===== src/rtl/instr_fetch_unit.sv =====
// ---------------------------------------------------------------------------
// instr_fetch_unit
//
// Instruction fetch stage. Owns the fetch program counter (pc_q), drives it
// to the word-addressed instruction memory and registers the returned word
// together with its address at the IF/ID boundary.
//
// Ports
//   clk              rising-edge clock
//   reset            asynchronous, active-high reset
//   A                fetch address to instruction memory (always pc_q)
//   RD               instruction word returned combinationally for A
//   stall            hold fetch and IF/ID registers this cycle
//   redirect_valid   load redirect_target into pc_q (flushes instr_valid)
//   redirect_target  new fetch address
//   instr            registered fetched instruction
//   pc               registered address of instr
//   pc_plus4         registered pc + 4
//   instr_valid      instr/pc hold a real fetch
//   fetch_fault      sticky: an illegal fetch address halted the unit
//
// Configuration
//   IFU_BOUNDS_CHECK_EN  when defined, addresses >= IMEM_WORDS*4 are also
//                        treated as illegal and halt the unit. Otherwise only
//                        misaligned addresses fault.
// ---------------------------------------------------------------------------
module instr_fetch_unit #(
    parameter logic [31:0] RESET_PC   = 32'h0000_0000,
    parameter int unsigned IMEM_WORDS = 32
) (
    input  logic        clk,
    input  logic        reset,
    output logic [31:0] A,
    input  logic [31:0] RD,
    input  logic        stall,
    input  logic        redirect_valid,
    input  logic [31:0] redirect_target,
    output logic [31:0] instr,
    output logic [31:0] pc,
    output logic [31:0] pc_plus4,
    output logic        instr_valid,
    output logic        fetch_fault
);

    typedef enum logic [1:0] {
        IDLE = 2'd0,
        RUN  = 2'd1,
        HALT = 2'd2
    } state_t;

    localparam logic [31:0] NOP_INSTR = 32'h0000_0013;

`ifdef IFU_BOUNDS_CHECK_EN
    localparam logic [31:0] IMEM_BYTES = 32'(IMEM_WORDS) * 32'd4;
`endif

    state_t      state_q,       state_d;
    logic [31:0] pc_q,          pc_d;
    logic [31:0] instr_q,       instr_d;
    logic [31:0] id_pc_q,       id_pc_d;
    logic [31:0] id_pc_plus4_q, id_pc_plus4_d;
    logic        instr_valid_q, instr_valid_d;
    logic        fetch_fault_q, fetch_fault_d;
    logic        illegal_s;
    logic [31:0] pc_next_s;

    // Fetch address legality: misalignment always, range only when enabled.
    function automatic logic is_illegal(input logic [31:0] addr);
`ifdef IFU_BOUNDS_CHECK_EN
        return (addr[1:0] != 2'b00) || (addr >= IMEM_BYTES);
`else
        return (addr[1:0] != 2'b00);
`endif
    endfunction

    assign illegal_s = is_illegal(pc_q);
    // Wraps modulo 2^32 by construction.
    assign pc_next_s = pc_q + 32'd4;

    // Next-state and next-register values for the fetch FSM.
    always_comb begin
        state_d       = state_q;
        pc_d          = pc_q;
        instr_d       = instr_q;
        id_pc_d       = id_pc_q;
        id_pc_plus4_d = id_pc_plus4_q;
        instr_valid_d = instr_valid_q;
        fetch_fault_d = fetch_fault_q;

        case (state_q)
            IDLE: begin
                // No capture yet; a redirect still lands so the first fetch
                // comes from the target.
                if (redirect_valid) begin
                    pc_d = redirect_target;
                end else begin
                    pc_d = pc_q;
                end
                instr_valid_d = 1'b0;
                state_d       = RUN;
            end
            RUN: begin
                if (redirect_valid) begin
                    // Flush: the word on RD belongs to the old stream.
                    pc_d          = redirect_target;
                    instr_valid_d = 1'b0;
                end else if (stall) begin
                    state_d = RUN;
                end else if (illegal_s) begin
                    instr_valid_d = 1'b0;
                    fetch_fault_d = 1'b1;
                    state_d       = HALT;
                end else begin
                    instr_d       = RD;
                    id_pc_d       = pc_q;
                    id_pc_plus4_d = pc_next_s;
                    instr_valid_d = 1'b1;
                    pc_d          = pc_next_s;
                end
            end
            HALT: begin
                // Frozen until reset; inputs are ignored.
                instr_valid_d = 1'b0;
                fetch_fault_d = 1'b1;
                state_d       = HALT;
            end
            default: begin
                // Unreachable encoding: stop fetching and flag it.
                instr_valid_d = 1'b0;
                fetch_fault_d = 1'b1;
                state_d       = HALT;
            end
        endcase
    end

    // State and IF/ID register bank with asynchronous reset.
    always_ff @(posedge clk or posedge reset) begin
        if (reset) begin
            state_q       <= IDLE;
            pc_q          <= RESET_PC;
            instr_q       <= NOP_INSTR;
            id_pc_q       <= 32'h0000_0000;
            id_pc_plus4_q <= 32'h0000_0000;
            instr_valid_q <= 1'b0;
            fetch_fault_q <= 1'b0;
        end else begin
            state_q       <= state_d;
            pc_q          <= pc_d;
            instr_q       <= instr_d;
            id_pc_q       <= id_pc_d;
            id_pc_plus4_q <= id_pc_plus4_d;
            instr_valid_q <= instr_valid_d;
            fetch_fault_q <= fetch_fault_d;
        end
    end

    assign A           = pc_q;
    assign instr       = instr_q;
    assign pc          = id_pc_q;
    assign pc_plus4    = id_pc_plus4_q;
    assign instr_valid = instr_valid_q;
    assign fetch_fault = fetch_fault_q;

endmodule


===== config.mk =====
export PLATFORM = sky130hd
export DESIGN_NAME = instr_fetch_unit
export DESIGN_NICKNAME = d
export VERILOG_FILES = /design/src/rtl/instr_fetch_unit.sv
export SDC_FILE = /design/constraint.sdc
export NUM_CORES = 1
export LEC_CHECK = 0
export CAP_MARGIN = 30
export CORE_MARGIN = 10
export CORE_UTILIZATION = 42
export DETAILED_ROUTE_END_ITERATION = 6
export PLACE_DENSITY = 0.88
export SYNTH_ARGS = -nofsm -noshare
export SYNTH_HDL_FRONTEND = slang
export SYNTH_SLANG_ARGS = --single-unit

===== constraint.sdc =====
create_clock -name clk -period 4 [get_ports clk]
set_input_delay 0.4 -clock clk [delete_from_list [all_inputs] [get_ports clk]]
set_output_delay 0.4 -clock clk [all_outputs]
set_load 0.05 [all_outputs]

; ---- Yosys cells after proc, flatten, opt, wreduce, memory -nomap -nowiden
; Cells that the tools add are included.
[op_classes]
n_eq_ne = 8
addsub = 1
div = 0
n_bitwise = 4
shift = 0
n_mul = 0
order_cmp = 0
reduce_logical = 7
muxes = 17
[op_table]
columns = op, count
row1 = 32-bit two-way mux, 4
row2 = 32-bit one-hot mux with 2 select lines, 1
row3 = "32-bit by 3-bit adder with 32-bit output, second input constant", 1
row4 = 4-bit AND reduction, 3
row5 = "3-bit != test, second input constant", 3
row6 = "2-bit != test, second input constant", 4
row7 = 1-bit two-way mux, 7
row8 = 2-bit two-way mux, 3
row9 = 1-bit inverter, 4
row10 = 2-bit one-hot mux with 2 select lines, 1
row11 = 2-bit nonzero test, 2
row12 = "2-bit by 1-bit equality test with 1-bit output, second input constant", 1
row13 = 2-bit logical NOT, 1
row14 = 1-bit one-hot mux with 2 select lines, 1
row15 = 2-bit AND reduction, 1
[totals]
ramBits = 0
out_inout_bits = 130
in_bits = 68
latchBits = 0
memories = 0
rom_bits = 0
regBits = 132
word_cells = 44

; ---- Depth between registers and ports, before layout
[logic_depth]
word_depth = 5
mapped_depth = 8
ltp_nobuf = 6

; ---- Worst setup path after synthesis
; OpenSTA, ideal clock, no wires.
[synth_path]
kind = reg2reg
start = register pc_q[2], in the netlist A[2]
end = register pc_q[20], in the netlist A[20]
slack_ps = 1663
n_path_buf = 0
setup_time_ps = 126
period_less_slack_ps = 2337
t_arrival_ps = 2211
path_stages_with_launch = 7
path_cell_list = dfrtp_1 > ha_1 > nand3_1 > nor4_4 > nand3_1 > a21o_1 > a221o_1
[synth_between]
elab_chain_cells = 5
[synth_rtl]
columns = element, line_no
row1 = "start, declared", 58  ; logic [31:0] pc_q, pc_d;
row2 = "start signal, assigned", 148  ; pc_q <= pc_d;
row3 = 32-bit by 3-bit adder with 32-bit output, 78  ; assign pc_next_s = pc_q + 32'd4;
row4 = 32-bit two-way mux, 109  ; end else if (illegal_s) begin
row5 = 32-bit two-way mux, 107  ; end else if (stall) begin
row6 = 32-bit two-way mux, 103  ; if (redirect_valid) begin
row7 = 32-bit one-hot mux with 2 select lines, 90  ; case (state_q)
; No other way between the ends. The select of a mux whose other input is x is not followed.
; A chain may end at the register's enable or synchronous reset.

; ---- Worst setup path after layout
; Same ends and word-level chain as after synthesis.

==> run summary <==
The region available for standard cell placement spans 0.0138 mm2. The TritonCTS clock tree is yes. The power density of the placed cells came out at 956 mW/mm2. The later pin in the worst-skew pair is clocked with a latency of 420 ps. The routed design has 18200 um of wire. The global placement routability congestion came out at 0.807. The cell row count came out at 43.

The maximum clock insertion buffer count is 2. The first detailed-routing pass ran for 5 iterations. The leakage power total came out at 0.00385 uW. The deepest level of the CTS H-tree came out at 4.

The area of the die came out at 0.0192 mm2. The worst setup path is launched from a flip-flop. The final number of setup-violating endpoints is 0. The share of synthesized area occupied by flip-flops and latches came out at 55.2%.

IR analysis of the VDD net gives a maximum drop of 0.000623 V. The run finished with clean final reports. The post-route clock skew came out at 9.09 ps. The total power consumption of the routed design is 8210 uW. The upper clock frequency limit came out at 0.408 GHz. The worst path needs 2450 ps of the cycle, external delays included. The remaining number of nets flagged by the antenna check after routing came out at 0. The post-synth design cell area came out at 0.00590 mm2. The flip-flop and latch count after synthesis came out at 130.

The most frequent standard cell in the layout excluding fill and tap cells is sky130_fd_sc_hd__nand2_1. The number of post-CTS setup repair buffers came out at 0. The count of endpoints failing hold in the final timing report came out at 0. The total routing resource utilization after global routing is 18.6%. The cell count after synthesis came out at 650. The initial antenna violation count came out at 0.

The remaining design rule violation count came out at 0. The fraction of layout cells with a size suffix above 1 is 7.65%. The number of hold-repair buffers added at the cts stage is 0. The final max-slew violation count came to 0.

The post-synthesis average cell area is 9.07 um2. The number of nets produced by synthesis is 719. The net count reported at finish is 893. The peak fanout along the critical path came out at 8. The fraction of registers with async set/reset is 100%.

The total number of vias came out at 5298. The count of antenna diodes in the layout is 0. The data required time of the worst path came out at 4300 ps.

The width of the die is 138 um. The starting density of the core came out at 42.6%. Among all flip-flop cells after synthesis, the most frequent one is sky130_fd_sc_hd__dfrtp_1.

The clock tree root buffer cell is sky130_fd_sc_hd__clkbuf_16. The wire length of the first global-routing pass is 29300 um. The vias per cell is 5.21. The number of top-level pins came out at 198.

The layout filler cell count came out at 1098. The tightest slew margin relative to the limit is 35.9%. Setup repair after global routing left no endpoint under its margin. The count of warnings emitted by yosys is 0. The HPWL after detailed placement is 13000 um.

The routed length per instance is 17.9 um. The floorplan die height came out at 138 um. The number of buffers added by the clock tree synthesis step is 17. The classification of the worst-slack hold path is primary input to async pin. After layout, the worst path uses 61.3% of the clock period. Summed over all failing endpoints, the final setup total negative slack is 0 ps. The number of library cell types mapped by synthesis came out at 47. STA puts the critical path data arrival time at 2750 ps. The critical path is of the flip-flop to flip-flop type. Yosys mapped a number of flops with a built-in enable equal to 0. The total global routing overflow is 0. The quantity of gates resized following cts is 0.

Entering global routing, the biggest net connects 71 pins. In the final layout, the multi-input gates occupy 0.00238 mm2. STA classifies the critical path endpoint as a flip-flop.

The count of buffers inserted at the top-level ports is 197. The transition time of the tightest slew-check pin came out at 959 ps. The post-synthesis to final-layout area growth came out at 45.6%.

The sequential cell area in the final layout came out at 0.00326 mm2. The number of sinks driven by the clock tree came out at 130. After clock tree synthesis, the clock-pin slew on the worst setup and hold paths is 60 ps.

The top cell types in the final layout, fill and taps aside, are 236 x sky130_fd_sc_hd__nand2_1, 197 x sky130_fd_sc_hd__clkdlybuf4s50_1, 127 x sky130_fd_sc_hd__dfrtp_1, 38 x sky130_fd_sc_hd__o21ai_0, 29 x sky130_fd_sc_hd__nand3_1. The number of design-rule violations left by the first detailed-router iteration came out at 447. The reported max-cap violation count came out at 0. The number of global-route vias before repair is 5297.
[power breakdown]
part	switching [uW]	internal (uW)	leakage, uW
sequential	583	1880	0.00165
combinational	2800	1390	0.00192
clock	592	965	0.000276
total	3970	4240	0.00385
[worst max-delay path, cell delays in order, from the launching register on]
cell and delay [ps]:
sky130_fd_sc_hd__dfrtp_1 480, sky130_fd_sc_hd__ha_1 300, sky130_fd_sc_hd__nand3_1 190, sky130_fd_sc_hd__nor4_4 610
sky130_fd_sc_hd__nand3_1 230, sky130_fd_sc_hd__a21o_1 230, sky130_fd_sc_hd__a221o_1 280
[state kept, by name, summed over array words and instances (netlist names)]
signal,cells
fetch_fault,1
pc_plus4,30
instr,32
instr_valid,1
state_q,2
A,32
pc,32
[synthesized netlist by cell type (4+ instances only)]
cell type	instances	area [um2]
sky130_fd_sc_hd__a21oi_1	22	110
sky130_fd_sc_hd__a22oi_1	7	52.6
sky130_fd_sc_hd__a2bb2oi_1	10	87.6
sky130_fd_sc_hd__a31oi_1	5	31.3
sky130_fd_sc_hd__and2_1	4	25.0
sky130_fd_sc_hd__buf_2	8	40.0
sky130_fd_sc_hd__buf_4	9	67.6
sky130_fd_sc_hd__clkbuf_1	34	128
sky130_fd_sc_hd__dfrtp_1	127	3180
sky130_fd_sc_hd__inv_1	4	15.0
sky130_fd_sc_hd__nand2_1	237	890
sky130_fd_sc_hd__nand3_1	29	145
sky130_fd_sc_hd__nand4_1	9	56.3
sky130_fd_sc_hd__nor2_1	21	78.8
sky130_fd_sc_hd__o21ai_0	38	190
sky130_fd_sc_hd__o22ai_1	11	68.8
sky130_fd_sc_hd__or3_1	9	56.3
sky130_fd_sc_hd__xnor2_1	6	52.6
sky130_fd_sc_hd__xor2_1	16	140
[routing by layer]
metal / vias up / part of all wire [%] / track usage [%]
met4: 0 / 1.3 / 4.66
met1: 2540 / 41 / 22.2
met2: 217 / 49 / 30.5
met5: - / 0 / 0
li1: 2519 / - / -
met3: 22 / 9.2 / 7.64
[layout make-up]
| class | count | share of cell area [%] |
|---|---|---|
| Inverter | 5 | 0.437 |
| Multi-Input combinational cell | 463 | 27.7 |
| Sequential cell | 130 | 37.9 |
| Clock inverter | 12 | 1.54 |
| Clock buffer | 20 | 5.43 |
| Timing Repair Buffer | 207 | 24.3 |
| Tap cell | 180 | 2.62 |
[path summary, 6_finish.rpt]
path	endpoint	start	slack [ps]	depth (start not counted)
min	instr[2]	reset	380	2
max in group asynchronous	instr[1]	reset	2930	3
min in group clk	instr[4]	instr[4]	460	2
max reg2reg	A[20]	A[2]	1550	6
min reg2reg	instr[4]	instr[4]	460	2
max	A[20]	A[2]	1550	6
[metrics by stage]
step           cell area, um2  utilization, %  std cells  setup WS [ps]  hold WS [ps]
4_1_cts                  8590            62.1       1017           1590           394
3_5_place_dp             7990            57.8        985           1180           448
2_1_floorplan            5900               -        650            136           483
6_report                 8590            62.1       1017           1550           376
3_3_place_gp             7950            57.5        983           1240           445
5_1_grt                  8590            62.1       1017           1380           438
[cell families after synthesis]
family	after synthesis	share of synthesized area [%]
AND/OR/NAND/NOR	334	25.5
adder cells (fa/ha/maj)	1	0.212
XOR/XNOR	22	3.27
buffers and inverters	57	4.73
flip-flops	130	55.2
AO/OA/AOI/OAI	103	10.5
multiplexers	3	0.552
(Power assumes the default switching activity.)
